File: src/rtl/seq_restoring_divider_pkg.sv
// Shared definitions for the restoring divider: controller states and counter sizing.
package seq_restoring_divider_pkg;

  typedef enum logic [0:0] {
    IDLE = 1'b0,
    RUN  = 1'b1
  } state_t;

  // The iteration counter must be able to hold WIDTH itself.
  function automatic int count_w(input int width);
    return $clog2(width + 1);
  endfunction

endpackage

File: src/rtl/seq_restoring_divider_sub_borrow_chain.sv
// Ripple subtractor a - b built from full-adder cells: subtrahend inverted, carry-in tied high.
module sub_borrow_chain #(
  parameter int W = 5
) (
  input  logic [W-1:0] a,
  input  logic [W-1:0] b,
  output logic [W-1:0] diff,
  output logic         borrow
);

  logic [W-1:0] b_inv;
  logic         carry;

  assign b_inv = ~b;

  always_comb begin
    carry = 1'b1;
    diff  = '0;
    for (int i = 0; i < W; i++) begin
      diff[i] = a[i] ^ b_inv[i] ^ carry;
      carry   = (a[i] & b_inv[i]) | (carry & (a[i] ^ b_inv[i]));
    end
  end

  assign borrow = ~carry;

endmodule

File: src/rtl/seq_restoring_divider.sv
// Unsigned restoring divider producing one quotient bit per clock, with start/done handshake.
module seq_restoring_divider
  import seq_restoring_divider_pkg::*;
#(
  parameter int WIDTH = 4
) (
  input  logic             clk,
  input  logic             rst_n,
  input  logic             start,
  input  logic [WIDTH-1:0] dividend,
  input  logic [WIDTH-1:0] divisor,
  output logic             busy,
  output logic             done,
  output logic [WIDTH-1:0] quotient,
  output logic [WIDTH-1:0] remainder,
  output logic             div_by_zero
);

  localparam int CW = count_w(WIDTH);
  localparam logic [CW-1:0] CNT_INIT = CW'(WIDTH);
  localparam logic [CW-1:0] CNT_ONE  = CW'(1);

  state_t           state_q, state_d;
  logic [CW-1:0]    count_q, count_d;
  logic [WIDTH-1:0] q_q, q_d;
  logic [WIDTH-1:0] dreg_q, dreg_d;
  logic [WIDTH-1:0] p_q, p_d;
  logic [WIDTH-1:0] quot_q, quot_d;
  logic [WIDTH-1:0] rem_q, rem_d;
  logic             busy_q, busy_d;
  logic             done_q, done_d;
  logic             dbz_q, dbz_d;

  logic [WIDTH:0]   trial;
  logic [WIDTH:0]   diff;
  logic             borrow;
  logic             sub_ok;

  assign trial = {p_q, q_q[WIDTH-1]};

  sub_borrow_chain #(
    .W(WIDTH + 1)
  ) u_sub (
    .a      (trial),
    .b      ({1'b0, dreg_q}),
    .diff   (diff),
    .borrow (borrow)
  );

  // A successful step always leaves the difference below the divisor, so its top bit is clear.
  assign sub_ok = ~(borrow | diff[WIDTH]);

  always_comb begin
    state_d = state_q;
    count_d = count_q;
    q_d     = q_q;
    dreg_d  = dreg_q;
    p_d     = p_q;
    quot_d  = quot_q;
    rem_d   = rem_q;
    busy_d  = busy_q;
    dbz_d   = dbz_q;
    done_d  = 1'b0;
    case (state_q)
      IDLE: begin
        if (start) begin
          if (divisor == '0) begin
            quot_d = '1;
            rem_d  = dividend;
            dbz_d  = 1'b1;
            done_d = 1'b1;
          end else begin
            q_d     = dividend;
            dreg_d  = divisor;
            p_d     = '0;
            count_d = CNT_INIT;
            busy_d  = 1'b1;
            dbz_d   = 1'b0;
            state_d = RUN;
          end
        end
      end
      RUN: begin
        p_d     = sub_ok ? diff[WIDTH-1:0] : trial[WIDTH-1:0];
        q_d     = {q_q[WIDTH-2:0], sub_ok};
        count_d = count_q - CNT_ONE;
        if (count_q == CNT_ONE) begin
          quot_d  = q_d;
          rem_d   = p_d;
          done_d  = 1'b1;
          busy_d  = 1'b0;
          state_d = IDLE;
        end
      end
    endcase
  end

  always_ff @(posedge clk or negedge rst_n) begin
    if (!rst_n) begin
      state_q <= IDLE;
      count_q <= '0;
      q_q     <= '0;
      dreg_q  <= '0;
      p_q     <= '0;
      quot_q  <= '0;
      rem_q   <= '0;
      busy_q  <= 1'b0;
      done_q  <= 1'b0;
      dbz_q   <= 1'b0;
    end else begin
      state_q <= state_d;
      count_q <= count_d;
      q_q     <= q_d;
      dreg_q  <= dreg_d;
      p_q     <= p_d;
      quot_q  <= quot_d;
      rem_q   <= rem_d;
      busy_q  <= busy_d;
      done_q  <= done_d;
      dbz_q   <= dbz_d;
    end
  end

  assign busy        = busy_q;
  assign done        = done_q;
  assign quotient    = quot_q;
  assign remainder   = rem_q;
  assign div_by_zero = dbz_q;

endmodule

File: config.mk
export PLATFORM = sky130hd
export DESIGN_NAME = seq_restoring_divider
export DESIGN_NICKNAME = d
export VERILOG_FILES = /design/src/rtl/seq_restoring_divider_pkg.sv /design/src/rtl/seq_restoring_divider_sub_borrow_chain.sv /design/src/rtl/seq_restoring_divider.sv
export SDC_FILE = /design/constraint.sdc
export NUM_CORES = 1
export LEC_CHECK = 0
export CAP_MARGIN = 20
export CELL_PAD_IN_SITES_DETAIL_PLACEMENT = 0
export CELL_PAD_IN_SITES_GLOBAL_PLACEMENT = 1
export CORE_ASPECT_RATIO = 1.4
export CORE_MARGIN = 2
export CORE_UTILIZATION = 35
export DETAILED_ROUTE_END_ITERATION = 12
export PLACE_DENSITY = 0.78
export SLEW_MARGIN = 20
export SYNTH_ARGS = -nofsm -noshare
export SYNTH_HDL_FRONTEND = slang
export SYNTH_HIERARCHICAL = 1
export SYNTH_SLANG_ARGS = --single-unit
export TNS_END_PERCENT = 100
File: constraint.sdc
create_clock -name clk -period 4.71 [get_ports clk]
set_input_delay 0.942 -clock clk [delete_from_list [all_inputs] [get_ports clk]]
set_output_delay 0.942 -clock clk [all_outputs]
set_load 0.01 [all_outputs]
**Word level (Yosys, flattened, before mapping)**

Cells that the tools add are included.

- Bits in registers: 27
- Bits of input ports: 11
- Output and inout bits: 11
- Logic and storage cells: 82

- $add $sub $neg: 1
- Equality and inequality tests: 5
- Mux-type cells: 30
- Bitwise logic cells: 30
- Reductions and logical operators: 6

Operators by type and width:

| kind | number |
|---|---|
| $mux 4 | 11 |
| $pmux 4 s2 | 4 |
| $and 1x1->1 | 9 |
| $mux 1 | 9 |
| $reduce_and 3->1 | 3 |
| $xor 1x1->1 | 9 |
| $mux 3 | 2 |
| $ne 2x2->1 const B | 3 |
| $or 1x1->1 | 6 |
| $pmux 1 s2 | 3 |
| $pmux 3 s2 | 1 |
| $not 1->1 | 5 |
| $not 4->5 | 1 |
| $logic_not 4->1 | 1 |
| $reduce_and 2->1 | 2 |
| $eq 3x1->1 const B | 1 |
| $sub 3x1->3 const B | 1 |
| $ne 2x1->1 const B | 1 |

**Longest topological paths before layout**

- Depth in word-level cells: 16
- Gate-level depth with buffers: 12
- Depth with buffers taken out: 12

**Cells and area by module**

The synthesis kept the hierarchy.

By module, submodules not included:

| module | instances | cells each | area an instance (µm²) | sequential area each (µm²) |
|---|---|---|---|---|
| seq_restoring_divider | 1 | 104 | 1227.4 | 675.6 |
| sub_borrow_chain | 1 | 16 | 133.9 | 0.0 |

**Least setup slack after synthesis**

OpenSTA, ideal clock, no wires.

- Path kind: flip-flop to flip-flop
- From: reg q_q[3]
- To: reg rem_q[0] (netlist: remainder[0])
- Setup time: 0.065 ns
- Arrival time: 2.869 ns
- Data required time: 4.645 ns
- Path slack: 1.777 ns
- Stages on the path, launching flop included: 13
- Buffers on the path: 0
- Period minus slack after synthesis: 2.933 ns
- Cells stage by stage: dfrtp_1 > inv_1 > ha_1 > inv_1 > fa_1 > inv_1 > fa_1 > fa_1 > fa_1 > inv_1 > or3b_2 > a31oi_1 > mux2_2

- Elaborated cells between the ends (all ways): 18
- Classes of those cells: mux (3); bitwise (15)

RTL lines:

| what | line | source |
|---|---|---|
| start, declared | seq_restoring_divider.sv:25 | `logic [WIDTH-1:0] q_q, q_d;` |
| start signal, assigned | seq_restoring_divider.sv:113 | `q_q <= q_d;` |
| $and 1x1->1 or $xor 1x1->1 (tied branches) | seq_restoring_divider_sub_borrow_chain.sv:21 | `carry = (a[i] & b_inv[i]) \| (carry & (a[i] ^ b_inv[i]));` |
| $or 1x1->1 (*) | seq_restoring_divider_sub_borrow_chain.sv:21 |  |
| $and 1x1->1 (*) | seq_restoring_divider_sub_borrow_chain.sv:21 |  |
| $or 1x1->1 (*) | seq_restoring_divider_sub_borrow_chain.sv:21 |  |
| $and 1x1->1 (*) | seq_restoring_divider_sub_borrow_chain.sv:21 |  |
| $or 1x1->1 (*) | seq_restoring_divider_sub_borrow_chain.sv:21 |  |
| $and 1x1->1 (*) | seq_restoring_divider_sub_borrow_chain.sv:21 |  |
| $or 1x1->1 (*) | seq_restoring_divider_sub_borrow_chain.sv:21 |  |
| $xor 1x1->1 (*) | seq_restoring_divider_sub_borrow_chain.sv:20 | `diff[i] = a[i] ^ b_inv[i] ^ carry;` |
| net diff[4] | seq_restoring_divider.sv:35 | `logic [WIDTH:0] diff;` |
| $or 1x1->1 (*) | seq_restoring_divider.sv:51 | `assign sub_ok = ~(borrow \| diff[WIDTH]);` |
| $mux 4 (*) | seq_restoring_divider.sv:84 | `p_d = sub_ok ? diff[WIDTH-1:0] : trial[WIDTH-1:0];` |
| $mux 4 (*) | seq_restoring_divider.sv:87 | `if (count_q == CNT_ONE) begin` |
| $pmux 4 s2 (*) | seq_restoring_divider.sv:64 | `case (state_q)` |
| end signal, assigned | seq_restoring_divider.sv:117 | `rem_q <= rem_d;` |
| end, declared | seq_restoring_divider.sv:29 | `logic [WIDTH-1:0] rem_q, rem_d;` |

Mark *: on every way through the listed nets, which the timed path passes. The rest lies on a longest branch. The select of a mux whose other input is x is not followed.
A chain may end at the register's enable or synchronous reset.

**Worst setup path after layout**

Same ends and word-level chain as after synthesis.

==> impl_metrics.json <==
{
  "relSlewSlack_pct": 61.2,
  "run_status": "finished, final reports clean",
  "antenna_found_initial": 0,
  "n_antenna_cell": 0,
  "synthSimpleGateAreaFrac_pct": 12.8,
  "cp_max_fo": 9,
  "synthAdderAreaFrac_pct": 8.64,
  "grt_max_degree": 28,
  "synth_xor_area_share_pct": 0,
  "area_delta_synth_final_pct": 22.8,
  "cts_buffer_depth": 2,
  "portBuffers": 21,
  "dr_total_vias": 939,
  "post_cts_resize_count": 0,
  "cp_cell_sequence": "inv_1 -> ha_1 -> inv_1 -> fa_1 -> inv_1 -> fa_1 -> fa_1 -> fa_1 -> inv_1 -> or3b_2 -> a31oi_1 -> mux2_2",
  "multi_input_area_um2": 617,
  "final-setup-viol-count": 0,
  "async_flop_share_pct": 100,
  "synthesis.area_um2": 1360,
  "required_ns": 4.93,
  "dieArea_um2": 4410,
  "drive_gt1_share_pct": 17.4,
  "seq_area_frac_synth_pct": 49.6,
  "cts_made_buffers": 3,
  "cp-end-kind": "flop",
  "arrival_ns": 3.34,
  "post-place-ws_ns": 1.62,
  "ys_warn_count": 6,
  "hp-class": "flop to flop",
  "yosys.area.top_type": "dfrtp_1",
  "grt_overflow_total": 0,
  "final_cells": 186,
  "drtPass1Iterations": 4,
  "powerDensity_nw_per_um2": 703,
  "grt_pass1_vias": 957,
  "num-fill-cells": 357,
  "cts_setup_buffers": 0,
  "post-place-cells": 182,
  "clock_latency_ns": 0.28,
  "cts_tree": "built",
  "synth_compound_area_share_pct": 12.7,
  "start_kind": "flop",
  "syn_avg_cell_area_um2": 11.3,
  "maxSlewViolCount": 0,
  "clockRootBuffer": "clkbuf_8",
  "fp-row-count": 26,
  "synth_top_area_share_pct": 49.6,
  "fin_setup_tns_ns": 0,
  "ant_nets": 0,
  "whs_path_depth": 1,
  "clkTransAtPathRegs_ns": 0.10,
  "synthFlopType": "dfrtp_1",
  "finalHoldViolations": 0,
  "cpMaxStageDelayCell": "or3b_2",
  "totalWireLength_mm": 2.66,
  "synth_top_family_by_area": "simple AND/OR/NAND/NOR gates",
  "avgViaCountPerCell": 5.05,
  "drtIter0Drc": 15,
  "io_pins": 22,
  "synth_seq_cells": 27,
  "clock_sinks": 27,
  "seq_area_um2": 676,
  "worst_path_largest_cell_delay_ns": 0.50,
  "rr_worst_depth": 12,
  "place_congestion": 0.821,
  "die_height_um": 77.8,
  "wire_per_inst_um": 14.3,
  "cp_num_buf_inv": 4,
  "grt_usage_pct": 13.1,
  "synth_cell_type_count": 32,
  "drc": 0,
  "synthCells": 120,
  "tightest_slew_ns": 0.582,
  "start_util_pct": 37.0,
  "syn_nets": 138,
  "skew_ns": 0.00795,
  "core_area_um2": 3680,
  "die_w_um": 56.7,
  "nNetsFinal": 163,
  "synth-edff-count": 0,
  "dp_hpwl_mm": 2.05,
  "netlist_top_cells_area": "dfrtp_1 (50%), mux2_2 (9.1%), fa_1 (5.9%)",
  "rsz0062_at_grt": "no",
  "crit_cells": 12,
  "worstSetupPathType": "flop to flop",
  "worst_slack_ns": 1.58,
  "leakage_nw": 0.748,
  "post-route-min-period_ns": 3.13,
  "crit_family": "adder cells",
  "min_period_over_period_pct": 66.4,
  "cts_hold_buf": 0,
  "synthMuxAreaShare_pct": 10.9,
  "drv_cap": 0,
  "fmax_mhz": 320,
  "grt_pass1_wl_mm": 4.42,
  "ir_drop_mv": 0.307,
  "cts_max_level": 1
}
report_power, final:
part | internal [mW] | leakage (nW) | switching (mW)
Combinational | 0.333 | 0.398 | 0.279
Clock | 0.0601 | 0.0217 | 0.0764
Sequential | 0.345 | 0.328 | 0.0822
Total | 0.738 | 0.748 | 0.438
final timing paths:
| kind | start | slack [ns] | end |
|---|---|---|---|
| max | q_q[3]$_DFFE_PN0P_ | 1.58 | remainder[0]$_DFFE_PN0P_ |
| min | p_q[3]$_DFFE_PN0P_ | 0.50 | p_q[3]$_DFFE_PN0P_ |
| max reg2reg | q_q[3]$_DFFE_PN0P_ | 1.58 | remainder[0]$_DFFE_PN0P_ |
| min reg2reg | p_q[3]$_DFFE_PN0P_ | 0.50 | p_q[3]$_DFFE_PN0P_ |
| max in group asynchronous | rst_n | 3.42 | p_q[2]$_DFFE_PN0P_ |
| min in group asynchronous | rst_n | 1.02 | count_q[2]$_DFFE_PN0P_ |
registers in the layout, indices dropped and copies added, names as in the netlist:
name         flops
dreg_q           4
p_q              4
q_q              4
quotient         4
remainder        4
count_q          3
busy             1
div_by_zero      1
done             1
state_q          1
synthesized netlist by cell type, types with 2 or more instances:
cell / instances
a21oi_1: 5
a31oi_1: 4
and2_1: 6
dfrtp_1: 27
fa_1: 4
ha_1: 3
inv_1: 16
mux2_2: 11
nand2_1: 2
nand2b_1: 2
nor2_1: 8
o21ai_0: 5
o221a_2: 2
o2bb2ai_1: 4
or3b_2: 4
per-stage QoR:
step | hold slack (ns) | instance area (µm²) | util [%] | power [mW]
floorplan | 0.456 | 1360 | - | 0.842
global placement | 0.478 | 1620 | 44.1 | 1.02
detailed placement | 0.491 | 1620 | 44.1 | 1.05
CTS | 0.514 | 1670 | 45.5 | 1.19
global route | 0.520 | 1670 | 45.5 | 1.28
finish | 0.504 | 1670 | 45.5 | 1.18
cell usage in the layout, fill, tap and decap left out, types with 2 or more instances in the layout:
cell / n
dfrtp_1: 27
clkdlybuf4s50_1: 21
inv_1: 16
mux2_2: 11
nor2_1: 8
and2_1: 6
a21oi_1: 5
o21ai_0: 5
or3b_2: 4
o2bb2ai_1: 4
a31oi_1: 4
fa_1: 4
ha_1: 3
clkbuf_8: 3
nand2_1: 2
nand2b_1: 2
o221a_2: 2
cell type report:
type | instances | area share, %
Clock buffer | 3 | 2.47
Clock inverter | 1 | 0.449
Inverter | 16 | 3.59
Multi-Input combinational cell | 75 | 36.9
Sequential cell | 27 | 40.4
Tap cell | 42 | 3.14
Timing Repair Buffer | 22 | 13.0
cell families (layout without fill, tap and decap cells):
group | after synthesis | in the layout
fa+ha+maj | 7 | 7
simple gates | 29 | 29
other cells | 1 | 1
buf+inv | 18 | 42
flops | 27 | 27
compound gates | 25 | 25
mux | 13 | 13
worst reg2reg max path: stages (launching register included):
cell and delay (ns):
dfrtp_1 0.38, inv_1 0.05, ha_1 0.18, inv_1 0.06, fa_1 0.15, inv_1 0.05, fa_1 0.38, fa_1 0.39
fa_1 0.48, inv_1 0.10, or3b_2 0.50, a31oi_1 0.18, mux2_2 0.16
per-layer routing:
| metal | part of all wire, % | routed length [µm] | GRT usage (%) | up-vias |
|---|---|---|---|---|
| li1 | - | - | - | 458 |
| met1 | 44 | 1170 | 16.4 | 464 |
| met2 | 53 | 1400 | 22.6 | 15 |
| met3 | 2.6 | 70 | 1.67 | 2 |
| met4 | 0.75 | 20 | 5.00 | 0 |
| met5 | 0 | 0 | 0 | - |
(Power assumes the default switching activity.)
